File: config.mk
export PLATFORM = sky130hd
export DESIGN_NAME = clkswitch_ctrl
export DESIGN_NICKNAME = d
export VERILOG_FILES = /design/src/rtl/clkswitch_pkg.sv /design/src/rtl/clkswitch_sync.sv /design/src/rtl/clkswitch_ctrl.sv
export SDC_FILE = /design/constraint.sdc
export NUM_CORES = 1
export LEC_CHECK = 0
export BUFFER_PORTS_ARGS = -buffer_cell sky130_fd_sc_hd__buf_2
export CAP_MARGIN = 20
export CORE_MARGIN = 3
export CORE_UTILIZATION = 44
export CTS_CLUSTER_SIZE = 24
export DETAILED_ROUTE_END_ITERATION = 8
export SLEW_MARGIN = 25
export SYNTH_ARGS = -nofsm -noshare
export SYNTH_HDL_FRONTEND = slang
export SYNTH_SLANG_ARGS = --single-unit
File: constraint.sdc
create_clock -name hsclk_in -period 2.6 [get_ports hsclk_in]
set_input_delay 0.52 -clock hsclk_in [delete_from_list [all_inputs] [get_ports hsclk_in]]
set_output_delay 0.52 -clock hsclk_in [all_outputs]
set_load 0.1 [all_outputs]
File: src/rtl/clkswitch_pkg.sv
// -----------------------------------------------------------------------------
// clkswitch_pkg
// Shared definitions for the CPU clock-switch controller:
//   - state_t        : 2-bit controller state encoding
//   - *_DEF          : default parameter values for clkswitch_ctrl
//   - cnt_width()    : counter width helper, never narrower than 1 bit
// -----------------------------------------------------------------------------
package clkswitch_pkg;

  localparam int STATE_W            = 2;
  localparam int SYNC_STAGES_DEF    = 2;
  localparam int DWELL_CYCLES_DEF   = 8;
  localparam int TIMEOUT_CYCLES_DEF = 255;

  typedef enum logic [STATE_W-1:0] {
    LS_ACTIVE = 2'd0,
    TO_HS     = 2'd1,
    HS_ACTIVE = 2'd2,
    TO_LS     = 2'd3
  } state_t;

  // Bits needed to hold values 0..n-1.
  function automatic int cnt_width(input int n);
    return (n <= 2) ? 1 : $clog2(n);
  endfunction

endpackage

File: src/rtl/clkswitch_sync.sv
// -----------------------------------------------------------------------------
// clkswitch_sync
// Multi-flop synchroniser for an asynchronous level into the hsclk_in domain.
// Ports:
//   hsclk_in : sampling clock
//   rst_b    : asynchronous active-low reset, clears every flop to 0
//   d        : asynchronous input level
//   q        : synchronised level, STAGES cycles of latency
// -----------------------------------------------------------------------------
module clkswitch_sync #(
  parameter int STAGES = 2
) (
  input  logic hsclk_in,
  input  logic rst_b,
  input  logic d,
  output logic q
);

  logic [STAGES-1:0] sync_q;

  always_ff @(posedge hsclk_in or negedge rst_b) begin
    if (!rst_b) begin
      sync_q <= '0;
    end else begin
      sync_q <= {sync_q[STAGES-2:0], d};
    end
  end

  assign q = sync_q[STAGES-1];

endmodule

File: src/rtl/clkswitch_ctrl.sv
// -----------------------------------------------------------------------------
// clkswitch_ctrl
// Handshaking controller that moves the CPU between the low-speed and the
// high-speed clock through an external glitch-free clock switcher.
// Ports:
//   hsclk_in       : controller clock, all state updates on its rising edge
//   rst_b          : asynchronous active-low reset (returns to LS immediately)
//   req_hs         : level request for the high-speed clock
//   force_ls       : level forcing low speed, overrides req_hs and dwell
//   hsclk_selected : async ack from switcher, LS clock stopped
//   lsclk_selected : async ack from switcher, HS clock stopped
//   hsclk_sel      : registered select to the switcher (1 = HS)
//   speed_hs       : registered, high only while running on HS
//   busy           : registered, high while a switch is in progress
//   timeout_err    : registered sticky flag, a switch waited too long
// -----------------------------------------------------------------------------
module clkswitch_ctrl
  import clkswitch_pkg::*;
#(
  parameter int SYNC_STAGES    = SYNC_STAGES_DEF,
  parameter int DWELL_CYCLES   = DWELL_CYCLES_DEF,
  parameter int TIMEOUT_CYCLES = TIMEOUT_CYCLES_DEF
) (
  input  logic hsclk_in,
  input  logic rst_b,
  input  logic req_hs,
  input  logic force_ls,
  input  logic hsclk_selected,
  input  logic lsclk_selected,
  output logic hsclk_sel,
  output logic speed_hs,
  output logic busy,
  output logic timeout_err
);

  localparam int WAIT_W  = cnt_width(TIMEOUT_CYCLES + 1);
  localparam int DWELL_W = cnt_width(DWELL_CYCLES);

  localparam logic [WAIT_W-1:0]  WAIT_MAX   = WAIT_W'(TIMEOUT_CYCLES);
  localparam logic [WAIT_W-1:0]  BLANK_LEN  = WAIT_W'(SYNC_STAGES);
  localparam logic [DWELL_W-1:0] DWELL_LOAD = DWELL_W'(DWELL_CYCLES - 1);

  logic ack_hs_s;
  logic ack_ls_s;

  state_t             state, state_nxt;
  logic [WAIT_W-1:0]  wait_cnt, wait_nxt, wait_inc;
  logic [DWELL_W-1:0] dwell_cnt, dwell_nxt;
  logic               tmo_nxt;
  logic               blank_done;

  clkswitch_sync #(.STAGES(SYNC_STAGES)) u_sync_hs (
    .hsclk_in (hsclk_in),
    .rst_b    (rst_b),
    .d        (hsclk_selected),
    .q        (ack_hs_s)
  );

  clkswitch_sync #(.STAGES(SYNC_STAGES)) u_sync_ls (
    .hsclk_in (hsclk_in),
    .rst_b    (rst_b),
    .d        (lsclk_selected),
    .q        (ack_ls_s)
  );

  // The synchroniser may still hold the acknowledge from the previous switch;
  // it only becomes trustworthy once it has been refilled after entry.
  assign blank_done = (wait_cnt > BLANK_LEN);
  assign wait_inc   = (wait_cnt == WAIT_MAX) ? WAIT_MAX : wait_cnt + WAIT_W'(1);

  always_comb begin
    state_nxt = state;
    wait_nxt  = wait_cnt;
    dwell_nxt = dwell_cnt;
    tmo_nxt   = timeout_err;
    case (state)
      LS_ACTIVE: begin
        if (req_hs && !force_ls) begin
          state_nxt = TO_HS;
          wait_nxt  = '0;
        end
      end
      TO_HS: begin
        if (blank_done && ack_hs_s) begin
          state_nxt = HS_ACTIVE;
          dwell_nxt = DWELL_LOAD;
        end else begin
          wait_nxt = wait_inc;
          tmo_nxt  = timeout_err | (wait_inc == WAIT_MAX);
        end
      end
      HS_ACTIVE: begin
        if (force_ls || (!req_hs && (dwell_cnt == '0))) begin
          state_nxt = TO_LS;
          wait_nxt  = '0;
        end else if (dwell_cnt != '0) begin
          dwell_nxt = dwell_cnt - DWELL_W'(1);
        end
      end
      TO_LS: begin
        if (blank_done && ack_ls_s) begin
          state_nxt = LS_ACTIVE;
        end else begin
          wait_nxt = wait_inc;
          tmo_nxt  = timeout_err | (wait_inc == WAIT_MAX);
        end
      end
      default: begin
        state_nxt = LS_ACTIVE;
      end
    endcase
  end

  // Outputs are decoded from the next state so each one is a plain flop.
  always_ff @(posedge hsclk_in or negedge rst_b) begin
    if (!rst_b) begin
      state       <= LS_ACTIVE;
      wait_cnt    <= '0;
      dwell_cnt   <= '0;
      hsclk_sel   <= 1'b0;
      speed_hs    <= 1'b0;
      busy        <= 1'b0;
      timeout_err <= 1'b0;
    end else begin
      state       <= state_nxt;
      wait_cnt    <= wait_nxt;
      dwell_cnt   <= dwell_nxt;
      hsclk_sel   <= (state_nxt == TO_HS) || (state_nxt == HS_ACTIVE);
      speed_hs    <= (state_nxt == HS_ACTIVE);
      busy        <= (state_nxt == TO_HS) || (state_nxt == TO_LS);
      timeout_err <= tmo_nxt;
    end
  end

endmodule

* Word-level counts from Yosys, hierarchy flattened
Cells that the tools add are included.
Widths: inputs -> output; s select.
** Cells by class
- Add/subtract/negate cells :: 2
- $lt $le $gt $ge :: 1
- Eq/ne operators :: 15
- Mux-type cells :: 18
- Bitwise logic cells :: 1
- Reductions and logical operators :: 17
** Operators with widths (number)
- $mux 8 :: 5
- $pmux 8 s4 :: 1
- $eq 8x8->1 const B :: 2
- $ne 2x2->1 const B :: 7
- $mux 3 :: 3
- $add 8x1->8 const B :: 1
- $eq 2x2->1 const B :: 4
- $gt 8x2->1 const B :: 1
- $mux 2 :: 4
- $pmux 2 s4 :: 1
- $reduce_and 4->1 :: 2
- $pmux 3 s2 :: 1
- $eq 2x1->1 const B :: 2
- $logic_and 1x1->1 :: 4
- $reduce_bool 2->1 :: 2
- $logic_not 3->1 :: 1
- $logic_or 1x1->1 :: 3
- $reduce_and 3->1 :: 1
- $reduce_bool 3->1 :: 1
- $sub 3x1->3 const B :: 1
- $logic_not 1->1 :: 2
- $logic_not 2->1 :: 1
- $mux 1 :: 2
- $pmux 1 s2 :: 1
- $or 1x1->1 :: 1
** Word-level totals
- Register bits after elaboration :: 21
- Input port bits :: 6
- Output and inout bits :: 4
- Word-level logic and storage cells :: 63

* Logic depth before layout (Yosys ltp)
- Word-level depth :: 7
- Gate-level depth with buffers :: 9
- Depth with buffers taken out :: 8

* Cells and area by module
Synthesis repeated with hierarchy kept, for this count alone.
** Second synthesis, totals
- Cell total of the unflattened synthesis :: 115
- Area, all modules :: 1147.4 um^2
** Modules (own cells, without submodules)
- clkswitch_ctrl :: instances 1, cells each 111, area each 1047.3 um^2
- clkswitch_sync :: instances 2, cells each 2, area each 50.0 um^2

* Worst setup path before layout
Ideal clock, no wire load.
- Path kind :: register to register
- Start point :: reg state[0]
- End point :: reg hsclk_sel
- Setup time :: 0.113 ns
- Arrival time :: 2.231 ns
- Required time :: 2.487 ns
- Setup slack :: 0.256 ns
- Stages on the path, launching flop included :: 8
- Path buffers :: 2
- Path through :: dfrtp_1 -> clkbuf_1 -> a21oi_1 -> o32ai_4 -> buf_2 -> inv_1 -> ha_1 -> inv_1
** Between the ends
- Cells in the longest elaborated chain, start to end :: 4
- Elaborated cells on any way between the ends :: 12
- Classes of those cells :: 5 x eq/ne; 5 x mux; 2 x reduce/logical
** RTL lines
- start: declaration :: line clkswitch_ctrl.sv:46 : state_t state, state_nxt;
- start signal: assignment :: line clkswitch_ctrl.sv:125 : state <= state_nxt;
- $eq 2x2->1, or another cell as far along :: line clkswitch_ctrl.sv:76 : case (state)
- $pmux 2 s4 * :: line clkswitch_ctrl.sv:76
- net state_nxt[0] :: line clkswitch_ctrl.sv:46
- $eq 2x1->1 or $eq 2x2->1 (tied branches) :: line clkswitch_ctrl.sv:128 : hsclk_sel <= (state_nxt == TO_HS) || (state_nxt == HS_ACTIVE);
- $logic_or 1x1->1 * :: line clkswitch_ctrl.sv:128
- end signal: assignment :: line clkswitch_ctrl.sv:128
- end: declaration :: line clkswitch_ctrl.sv:30 : output logic hsclk_sel,
Mark *: on every way through the listed nets, which the timed path passes. The rest lies on a longest branch.
A chain may end at the register's enable or synchronous reset.

* Worst setup path in the final report
- Start point :: reg wait_cnt[2]
- End point :: reg wait_cnt[4]
** Between the ends
- Cells in the longest elaborated chain, start to end :: 4
- Elaborated cells on any way between the ends :: 12
- Classes of those cells :: 1 x add/sub; 1 x order compare; 3 x eq/ne; 4 x mux; 3 x reduce/logical
** RTL lines
- start: declaration :: line clkswitch_ctrl.sv:47 : logic [WAIT_W-1:0] wait_cnt, wait_nxt, wait_inc;
- start signal: assignment :: line clkswitch_ctrl.sv:126 : wait_cnt <= wait_nxt;
- $add 8x1->8, or another cell as far along :: line clkswitch_ctrl.sv:69 : assign wait_inc = (wait_cnt == WAIT_MAX) ? WAIT_MAX : wait_cnt + WAIT_W'(1);
- $mux 8, or another cell as far along :: line clkswitch_ctrl.sv:69
- $mux 8, or another cell as far along :: line clkswitch_ctrl.sv:101 : if (blank_done && ack_ls_s) begin
- $pmux 8 s4 or $reduce_and 4->1 (tied branches)
Parallel ways exist; a longest one is shown, timed or not. The select of a mux whose other input is x is not followed.

==> metrics.cfg <==
[grt]
antenna_found_initial=0
grt_pass1_vias=841
grt_overflow_total=0
grt_pass1_wl_mm=3.657
grtUsageTotal_pct=14.81
grt_max_degree=21

[power_and_ir_drop]
switchingPower_mw=0.6088
p_total_mw=1.282
leakagePower_nw=0.5493
p_sw_share_pct=47.49
combPwrFrac_pct=46.1
internal-power_mw=0.6731
p_seq_share_pct=39.8
powerDensity_nw_per_um2=1058
peakVddDrop_v=0.0007229
pwr-share-clk_pct=14.1

[cts]
clock_path_buffers=2
post-cts-setup-buffers=0
hold_buffers=0
numCtsBuffers=3
htree_levels=1
cts_resized=0
clock_sinks=20
cts_tree=done
insertion_delay_ns=0.30
root_buffer=clkbuf_4
clk_pin_slew_worst_paths_ns=0.11

[sta]
final.setup.worst_slack_ns=0.5591
setup_viol=0
fin_crit_sh_pct=78.50
hold_violations=0
worstMarginPinSlew_ns=0.4877
rsz0062_at_grt=false
finClkSkew_ns=0.007385
fmax_mhz=490.0
fin_hold_ws_ns=0.1402
tns_ns=0
slew_headroom_pct=67.71
slew_viol_final=0
period_minus_slack_ns=2.041

[die]
fp.dieW_um=56.39
core_um2=2318
design.die.area_um2=3180
ios=10
start_util_pct=48.19
rows=17
fp.dieH_um=56.39

[final_layout]
finalInstanceArea_um2=1211
drive_gt1_share_pct=13.28
final_util_pct=52.24
antenna_cells=0
final_cells=156
num-nets-final=140
area_delta_synth_final_pct=8.398

[route]
wire_per_inst_um=13.83
ant_nets=0
drt_iter0_markers=22
drtPass1Iterations=4
vias=881
via_per_inst=5.647
routed_wl_mm=2.158
post-route-drc-count=0

[place]
dp_hpwl_mm=1.622
placed_area_um2=1175
place.port_buffers=9
place_inst=152
post-place-ws_ns=0.5709
place.gp.congestion=0.8537

[critical_path]
path_class=register to register
critPathLaunchType=register
crit_fanout=11
worst_ep_arrival_time_ns=2.28
cp.required_ns=2.83
critPathCaptureType=register

[synthesis]
yosysWarnings=0
yosysTopAreaCell=dfrtp_1
synthCells=121
synth_top_area_share_pct=44.79
yosysSeqAreaShare_pct=44.79
synth_area_leaders=dfrtp_1, ha_1, nand2_1
synthesis.nets=132
ys_types=31
syn_area_um2=1117
ys_ff_latch=20
postSynthAreaPerCell_um2=9.234

[worst_hold_path]
hold_path.class=input pin to asynchronous set/reset pin

[run]
drv_cap=0

[status]
status=completed

==> critical path, cell delays in order, from the launching register on <==
cell	delay, ns
dfrtp_1	0.52
nor4_4	0.34
a31oi_1	0.17
o32ai_4	0.44
buf_4	0.23
a41oi_1	0.12
a21oi_1	0.15
==> flip-flops by register name, summed over array words and instances (netlist names) <==
| signal | count |
|---|---|
| wait_cnt | 8 |
| dwell_cnt | 3 |
| state | 2 |
| u_sync_hs.sync_q | 2 |
| u_sync_ls.sync_q | 2 |
| hsclk_sel | 1 |
| speed_hs | 1 |
| timeout_err | 1 |
==> placed cells by master (no fill, tap or decap) <==
cell,netlist,final
o2111ai_1,1,1
clkbuf_4,0,3
o2111a_1,1,1
a21oi_1,11,11
nor4_4,1,1
o21ai_0,8,8
a41oi_1,1,1
mux2i_1,4,4
or3b_1,1,1
o32ai_1,1,1
and4_1,1,1
or2_2,1,1
a21o_1,1,1
and3_1,3,3
xnor2_1,1,1
or2b_1,1,1
inv_1,11,11
buf_2,3,9
nand2_1,15,15
nor3b_1,1,1
nor2_1,3,3
nor3_1,6,6
nand2b_1,1,1
dfrtp_1,20,20
clkbuf_8,0,1
o32ai_4,1,1
a31oi_1,3,3
o31ai_1,2,2
nand3_1,6,6
buf_4,0,1
ha_1,5,5
nand4_1,2,2
or4_1,1,1
==> layout make-up <==
class                   instances  area, um2
repair buffers                 10      52.55
inverters                      11      41.29
fillers                       230       1107
flip-flops and latches         20      500.5
clock buffers                   4      36.28
well taps                      28      35.03
multi-input cells              83      545.5
==> power groups by stage <==
stage / clock network, mW / registers (mW) / logic [mW]
detailed placement: 0 / 0.517 / 0.600
finish: 0.180 / 0.511 / 0.591
CTS: 0.187 / 0.510 / 0.602
floorplan: 0 / 0.594 / 0.399
global placement: 0 / 0.513 / 0.589
global route: 0.204 / 0.525 / 0.659
==> Yosys cell counts (all sizes together) <==
cell	n
o2111a	1
o31ai	2
or2	1
mux2i	4
clkbuf	4
nand2	15
or3b	1
a21o	1
a21oi	11
nand4	2
nor2	3
and4	1
and3	3
xnor2	1
or4	1
o32ai	2
ha	5
inv	11
nand2b	1
buf	3
o21ai	8
nor3	6
dfrtp	20
nand3	6
a41oi	1
o2111ai	1
a31oi	3
nor4	1
or2b	1
nor3b	1
==> cell families after synthesis <==
logic type	after synthesis	synth area share [%]
mux	4	3.584
compound gates	30	18.03
buf+inv	18	6.382
fa+ha+maj	5	5.599
flops	20	44.79
xor+xnor	1	0.7840
simple gates	43	20.83
==> path summary, 6_finish.rpt <==
kind                                startpoint             endpoint  slack [ns]  cells past startpoint
setup / recovery                   wait_cnt[2]          wait_cnt[4]        0.56                      6
hold / removal                           rst_b          wait_cnt[0]        0.14                      1
max in group asynchronous                rst_b          wait_cnt[6]        2.14                      1
hold reg to reg            u_sync_ls.sync_q[0]  u_sync_ls.sync_q[1]        0.37                      0
min in group hsclk_in           lsclk_selected  u_sync_ls.sync_q[0]        0.32                      1
setup reg to reg                   wait_cnt[2]          wait_cnt[4]        0.56                      6
==> metal layers <==
metal,GRT usage (%),up-vias,wire length (um)
met4,8.475,0,27
li1,-,439,-
met5,0,-,0
met3,3.678,4,92
met2,22.87,20,1007
met1,18.71,418,1030
Note: power is estimated with default switching activity, not from simulation.
